`config.mk`:
```
export PLATFORM = sky130hd
export DESIGN_NAME = vend_credit_sequencer
export DESIGN_NICKNAME = d
export VERILOG_FILES = /design/src/rtl/vend_credit_sequencer.sv
export SDC_FILE = /design/constraint.sdc
export NUM_CORES = 1
export LEC_CHECK = 0
export CAP_MARGIN = 25
export CORE_MARGIN = 2
export CORE_UTILIZATION = 42
export DETAILED_ROUTE_END_ITERATION = 16
export PLACE_DENSITY = 0.76
export SETUP_SLACK_MARGIN = 0.5
export SYNTH_ARGS = -nofsm -noshare
export SYNTH_HDL_FRONTEND = slang
export SYNTH_SLANG_ARGS = --single-unit
```
`constraint.sdc`:
```
create_clock -name clk -period 2.45 [get_ports clk]
set_input_delay 0.49 -clock clk [delete_from_list [all_inputs] [get_ports clk]]
set_output_delay 0.49 -clock clk [all_outputs]
set_load 0.01 [all_outputs]
```
`src/rtl/vend_credit_sequencer.sv`:
```
// vend_credit_sequencer: credit/change controller for the vending machine.
//
// Accumulates 1- and 2-unit coins into a credit register, arbitrates between
// cancel, select and coin events, and sequences a one-cycle dispense phase
// followed by a change-return phase that emits one change coin per cycle.
//
// Parameters:
//   W      credit register width; maximum credit is 2^W-1
//   PRICE  item price in units (1..2^W-1)
// Ports:
//   clk          clock, rising edge
//   reset        asynchronous, active-high reset
//   coin1/coin2  one-cycle pulses, 1-/2-unit coin inserted
//   select       purchase request (level)
//   cancel       abort and return all credit (level)
//   credit       current credit in units
//   dispense     one-cycle pulse, release one item
//   change1/2    one-cycle pulse, return one 1-/2-unit coin
//   coin_reject  one-cycle pulse, last coin not credited
//   busy         high while vending or returning change
// All outputs are registered.

module vend_credit_sequencer #(
  parameter int unsigned W     = 4,
  parameter int unsigned PRICE = 6
) (
  input  logic         clk,
  input  logic         reset,
  input  logic         coin1,
  input  logic         coin2,
  input  logic         select,
  input  logic         cancel,
  output logic [W-1:0] credit,
  output logic         dispense,
  output logic         change1,
  output logic         change2,
  output logic         coin_reject,
  output logic         busy
);

  typedef enum logic [1:0] {StIdle, StCollect, StVend, StChange} state_e;

  localparam logic [W:0]   MaxC    = {1'b0, {W{1'b1}}};
  localparam logic [W:0]   CoinTwo = (W+1)'(2);
  localparam logic [W:0]   CoinOne = (W+1)'(1);
  localparam logic [W-1:0] PriceW  = W'(PRICE);
  localparam logic [W-1:0] Two     = W'(2);
  localparam logic [W-1:0] One     = W'(1);

  state_e       state;
  logic         coin_any;
  logic [W:0]   coin_val;
  logic [W:0]   sum;
  logic         coin_ok;
  logic         coin_rej;
  logic [W-1:0] remainder;
  logic [W-1:0] change_next;

  always_comb begin
    coin_any    = coin1 | coin2;
    coin_val    = coin2 ? CoinTwo : (coin1 ? CoinOne : '0);
    // W+1-bit sum so an overflowing coin is detected instead of wrapping.
    sum         = {1'b0, credit} + coin_val;
    coin_ok     = coin_any && (sum <= MaxC);
    // A simultaneous coin1 is always returned, even when coin2 is credited.
    coin_rej    = coin_any && ((sum > MaxC) || (coin1 && coin2));
    remainder   = credit - PriceW;
    change_next = (credit >= Two) ? credit - Two : '0;
  end

  always_ff @(posedge clk or posedge reset) begin
    if (reset) begin
      state       <= StIdle;
      credit      <= '0;
      dispense    <= 1'b0;
      change1     <= 1'b0;
      change2     <= 1'b0;
      coin_reject <= 1'b0;
      busy        <= 1'b0;
    end else begin
      dispense    <= 1'b0;
      change1     <= 1'b0;
      change2     <= 1'b0;
      coin_reject <= 1'b0;
      busy        <= 1'b0;
      unique case (state)
        StIdle, StCollect: begin
          if (state == StCollect && cancel) begin
            coin_reject <= coin_any;
            if (credit != '0) begin
              state <= StChange;
              busy  <= 1'b1;
            end else begin
              state <= StIdle;
            end
          end else if (state == StCollect && select && credit >= PriceW) begin
            coin_reject <= coin_any;
            state       <= StVend;
            dispense    <= 1'b1;
            busy        <= 1'b1;
          end else begin
            // IDLE ignores select/cancel; COLLECT falls through on low credit.
            coin_reject <= coin_rej;
            if (coin_ok) begin
              credit <= sum[W-1:0];
              state  <= StCollect;
            end
          end
        end
        StVend: begin
          coin_reject <= coin_any;
          credit      <= remainder;
          if (remainder != '0) begin
            state <= StChange;
            busy  <= 1'b1;
          end else begin
            state <= StIdle;
          end
        end
        StChange: begin
          coin_reject <= coin_any;
          credit      <= change_next;
          change2     <= (credit >= Two);
          change1     <= (credit == One);
          if (change_next != '0) begin
            state <= StChange;
            busy  <= 1'b1;
          end else begin
            state <= StIdle;
          end
        end
        default: state <= StIdle;
      endcase
    end
  end

endmodule

```
## Word level (Yosys, flattened, before mapping)

Cells that the tools add are included.

| cells by class | value |
|---|---|
| add/sub/neg operators | 3 |
| magnitude comparators | 4 |
| equality and inequality tests | 8 |
| multiplexer cells | 27 |
| bitwise gates (word level) | 1 |
| reduce and logical (&&, ||, !) cells | 14 |

Operators by type and width:

| operator | number |
|---|---|
| 2-to-1 mux 4 bit | 4 |
| 2-to-1 mux 2 bit | 7 |
| 2-to-1 mux 1 bit | 12 |
| case mux 4 bit (3 select lines) | 1 |
| nonzero test 4 bit | 3 |
| logical AND 1 bit | 6 |
| inequality test 2 bit, second input constant | 3 |
| case mux 2 bit (3 select lines) | 1 |
| adder 4 x 2 -> 5 bit | 1 |
| > comparator 5 x 4 -> 1 bit, second input constant | 1 |
| less-or-equal comparator 5 x 4 -> 1 bit, second input constant | 1 |
| == test 2 bit, second input constant | 2 |
| == test 4 x 1 -> 1 bit, second input constant | 1 |
| >= comparator 4 x 2 -> 1 bit, second input constant | 1 |
| >= comparator 4 x 3 -> 1 bit, second input constant | 1 |
| inequality test 4 bit, second input constant | 1 |
| OR reduction 2 bit | 2 |
| subtractor 4 x 2 -> 4 bit, second input constant | 1 |
| subtractor 4 x 3 -> 4 bit, second input constant | 1 |
| case mux 1 bit (3 select lines) | 1 |
| AND reduction 3 bit | 1 |
| == test 2 x 1 -> 1 bit, second input constant | 1 |
| logical NOT 2 bit | 1 |
| case mux 1 bit (2 select lines) | 1 |
| 2 further kinds | 2 |

| storage, ports and cells | value |
|---|---|
| bits in registers | 11 |
| bits of input ports | 6 |
| output and inout port bits | 9 |
| word-level logic and storage cells | 64 |

## Longest topological paths before layout

| depth | value |
|---|---|
| depth after elaboration | 9 |
| depth in mapped cells | 7 |
| mapped depth without buffers | 7 |

## Worst setup path before layout

Ideal clock, no wire load.

| timing | value |
|---|---|
| path type | input -> register |
| start | input port coin1 |
| end | register credit[1] |
| setup time | 0.079 ns |
| arrival | 1.788 ns |
| required time | 2.371 ns |
| slack | 0.583 ns |
| cell stages on the path | 7 |
| path buffers | 0 |
| path through | nor2b_1 > ha_1 > fa_1 > nand3_1 > a21o_1 > o21a_1 > mux2i_1 |

| on the way | value |
|---|---|
| cells in the longest elaborated chain, start to end | 7 |
| elaborated cells between the ends (all ways) | 12 |
| those cells by class | add/sub (1); order compare (1); eq/ne (1); mux (6); bitwise (1); reduce/logical (2) |

RTL lines:

| item | line | source |
|---|---|---|
| start: declaration | 29 | `input logic coin1,` |
| 2-to-1 mux 1 bit | 61 | `coin_val = coin2 ? CoinTwo : (coin1 ? CoinOne : '0);` |
| 2-to-1 mux 2 bit | 61 |  |
| adder 4 x 2 -> 5 bit | 63 | `sum = {1'b0, credit} + coin_val;` |
| less-or-equal comparator 5 x 4 -> 1 bit or 2-to-1 mux 4 bit (tied branches) | 64, 104 |  |
| logical AND 1 bit or 2-to-1 mux 4 bit (tied branches) | 64, 96 |  |
| inequality test 2 bit (no line) or 2-to-1 mux 4 bit (tied branches) | -- |  |
| AND reduction 3 bit (no line) or case mux 4 bit (3 select lines) (tied branches) | -- |  |
| end signal: assignment | 105 | `credit <= sum[W-1:0];` |
| end signal: assignment | 112 | `credit <= remainder;` |
| end signal: assignment | 122 | `credit <= change_next;` |
| end: declaration | 33 | `output logic [W-1:0] credit,` |

Several ways; a longest one is shown, not always the timed one. The select of a mux whose other input is x is not followed.
A chain may end at the register's enable or synchronous reset.

## Final worst setup path

Same ends and word-level chain as after synthesis.

==> PnR_summary.wiki <==
{| class="wikitable"
! Metric !! Value
|-
| Count of yosys warnings during synthesis || 0
|-
| Final TNS setup || 0 ns
|-
| Root Buffer || clkbuf_4
|-
| Xor/xnor cell area share of the yosys netlist || 0.0108
|-
| Hold-fix buffers, CTS || 0
|-
| Height of the chip || roughly 48 um
|-
| Number of detailed-routing iterations run before antenna repair || 4
|-
| Final hold slack || 0.519 ns
|-
| Most frequent standard cell in the layout excluding fill and tap cells || clkdlybuf4s50_1
|-
| Unrepaired setup endpoints after global routing || true
|-
| Die area || ~0.0023 mm^2
|-
| DRT antenna net count || 0
|-
| Instance area after placement || 970 um^2
|-
| Delay of the slowest cell on the worst path || about 0.40 ns
|-
| Worst-case clock skew || between 0.003 and 0.004 ns
|-
| FP Rows || 15
|-
| Fraction of synthesized area in multiplexers || 0.0247
|-
| Area of the mapped netlist || slightly above 800 um^2
|-
| Worst EP arrival || between 2 and 2.5 ns
|-
| HP Class || input port to async pin
|-
| DRC errors left || 0
|-
| # diodes || 0
|-
| PD cells || approximately 1300 mW/mm^2
|-
| Input/output buffers || 14
|-
| HPWL Detailed || ~1400 um
|-
| # nets final || approximately 120
|-
| Total of endpoints with negative setup slack in the final report || 0
|-
| Maximum resistive drop on vdd || between 500 and 600 uV
|-
| Element type at the critical path end || flip-flop
|-
| Commonest non-fill, non-tap cells in the layout || 12 x clkdlybuf4s50_1, 8 x inv_1, 8 x dfrtp_1, 5 x nor3_1
|-
| Maximum clock insertion buffer count || 2
|-
| Mean Syn Cell Area || ~9.5 um^2
|-
| Outcome || complete, no violations
|-
| Final hold violation count || 0
|-
| H-tree depth || 1
|-
| Worst setup SP type || input port
|-
| Cell taking the most area after synthesis || dfrtp_1
|-
| Clock Latency Late Sink || 0.26 ns
|-
| Count of buffer and inverter cells on the critical path || 1
|-
| Max-Cap Viols || 0
|-
| Library cell contributing the largest single delay on the critical path || fa_2
|-
| Utilization of the core after routing || 0.591
|-
| Clock transition time at the flip-flop clock pins of the worst setup and hold paths || 0.08 ns
|-
| Most area-consuming cells after synthesis || dfrtp_1 34%, ha_1 6.2%, a211oi_1 3.7%
|-
| Fraction of the mapped netlist area in compound gates || 0.264
|-
| FFs w/ async S/R, synth || 1.00
|-
| Adder-cell share of the synthesized area || 0.0864
|-
| Period minus WS final || ~1.9 ns
|-
| Synthesis-stage register bit count || 11
|-
| Unique masters post-synth || 40
|-
| Share of the yosys chip area belonging to registers || 0.340
|-
| Cells after synthesis || 85
|-
| Global placement routability congestion || 0.816
|-
| Area inside the core boundary || about 0.0018 mm^2
|-
| TritonCTS sink count || 11
|-
| Highest attainable clock frequency || between 500 and 600 MHz
|-
| First-pass GRT wire length || slightly above 3000 um
|-
| Area growth from synthesis to layout || 28.5%
|-
| Final Instance Area || about 0.0010 mm^2
|-
| Largest net degree at the start of global routing || 14
|-
| X dimension of the die || approximately 48 um
|-
| Average wire per standard cell || 14.6 um
|-
| Simple-gate share of the synthesized area || 0.204
|-
| Number of synthesized flops with an enable pin || 0
|-
| Type of the setup path with the least slack || input port to flip-flop
|-
| Largest family of logic cells by synthesized area || compound AO/OA/AOI/OAI gates
|-
| Clock tree from TritonCTS || yes
|-
| Top Family by Delay on Critical Path || adder cells
|-
| Number of clock buffers inserted by TritonCTS || 3
|-
| Cells along the critical path || dlygate4sd2_1 -> nor2b_1 -> ha_2 -> fa_2 -> nand3_2 -> a21o_1 -> o21a_2 -> mux2i_1
|-
| Most frequently used flop master after synthesis || dfrtp_1
|-
| Measured slew at the worst slew-check pin || between 0.5 and 0.6 ns
|-
| Final critical-path share of the clock period || 0.776
|-
| Number of global-route vias before repair || approximately 670
|-
| Routed via count divided by cell count || slightly below 6
|-
| Detailed-route via count || around 760
|-
| IO Pins || 15
|-
| Share of the synthesized area in the top cell type || 0.340
|-
| Number of violations reported at the end of detailed-routing iteration 0 || 26
|-
| Top fanout value on the critical path || 3
|-
| Sum of routed wire length over all layers || roughly 1900 um
|-
| Max transition margin || 0.638
|-
| Net count after synthesis || between 90 and 100
|-
| Critical Path RT || roughly 2.6 ns
|-
| Final Slew Violations || 0
|-
| Overall track demand over capacity in global routing || 0.191
|-
| Total leakage power || ~0.43 nW
|-
| Layout cell share with drive strength beyond 1 || 0.204
|-
| Antenna violations before repair || 0
|-
| Final global-route overflow total || 0
|-
| Effective utilization at floorplan || 0.460
|}
-- final timing paths --
| check | start | endpoint | slack, ns | cells past startpoint |
|---|---|---|---|---|
| worst max register to register | credit[1] | credit[1] | 0.58 | 6 |
| max in group asynchronous | reset | credit[2] | 1.61 | 2 |
| min in group clk | credit[0] | credit[0] | 0.70 | 2 |
| worst min-delay path | reset | change1 | 0.52 | 2 |
| worst min register to register | credit[0] | credit[0] | 0.70 | 2 |
| worst max-delay path | coin1 | credit[1] | 0.55 | 8 |
-- cells in the mapped netlist, types with 2 or more instances --
cell / count
dfrtp_1: 11
a21oi_1: 3
o21a_1: 2
a211oi_1: 4
a221oi_1: 2
nor2b_1: 4
nor2_1: 2
mux2i_1: 2
a21o_1: 2
nand3_1: 3
ha_1: 4
o21ai_0: 2
nor3_1: 5
o21bai_1: 2
nor4_1: 2
inv_1: 8
nand2_1: 3
o22ai_1: 2
-- per-stage QoR --
stage          setup slack, ns  total power [mW]  std cells
2_1_floorplan            0.583             0.909         85
3_3_place_gp            0.0798              1.12        122
3_5_place_dp            0.0226              1.14        122
4_1_cts                  0.514              1.32        128
5_1_grt                  0.488              1.44        128
6_report                 0.550              1.35        128
-- metal layers --
| metal | vias up | global-route usage | routed length [um] |
|---|---|---|---|
| li1 | 357 | - | - |
| met2 | 34 | 0.280 | 924 |
| met5 | - | 0 | 0 |
| met4 | 0 | 0.0919 | 36 |
| met3 | 4 | 0.0226 | 108 |
| met1 | 363 | 0.277 | 804 |
-- final cells by class --
type,instances,area [um^2]
inverter,8,30.0
tap,25,31.3
fill,163,722
sequential,11,279
clock buffer,4,26.3
multi-input combinational,62,508
timing repair buffer,18,168
-- registers in the layout, summed over array words and instances (netlist names) --
name / flops
busy: 1
change1: 1
change2: 1
coin_reject: 1
credit: 4
dispense: 1
state: 2
-- what timing repair did --
| item | 4_1_cts | 5_1_grt |
|---|---|---|
| setup endpoints to repair | 6 | 7 |
| buffers inserted | 2 | 0 |
| resized for setup | 9 | 3 |
| endpoints found under the hold margin | 0 | 0 |
| pin swaps | 3 | 1 |
-- report_power, final --
part | switching, mW | internal (mW) | leakage [nW]
logic | 0.403 | 0.411 | 0.289
registers | 0.147 | 0.261 | 0.127
clock network | 0.0625 | 0.0628 | 0.0150
-- worst reg2reg max path, delay by kind of cell (launching register included) --
family,cells,cell delay [ns]
multiplexers,1,0.22
AO/OA/AOI/OAI,2,0.54
adder cells (fa/ha/maj),1,0.22
AND/OR/NAND/NOR,1,0.17
buffers and inverters,1,0.18
flip-flops,1,0.46
-- kinds of logic (layout without fill, tap and decap cells) --
logic type,count (synthesis),in the layout
multiplexers,2,2
XOR/XNOR,1,1
adder cells (fa/ha/maj),5,5
AND/OR/NAND/NOR,28,28
AO/OA/AOI/OAI,26,26
flip-flops,11,11
buffers and inverters,12,30
No activity file was read; power rests on OpenSTA's default activity.
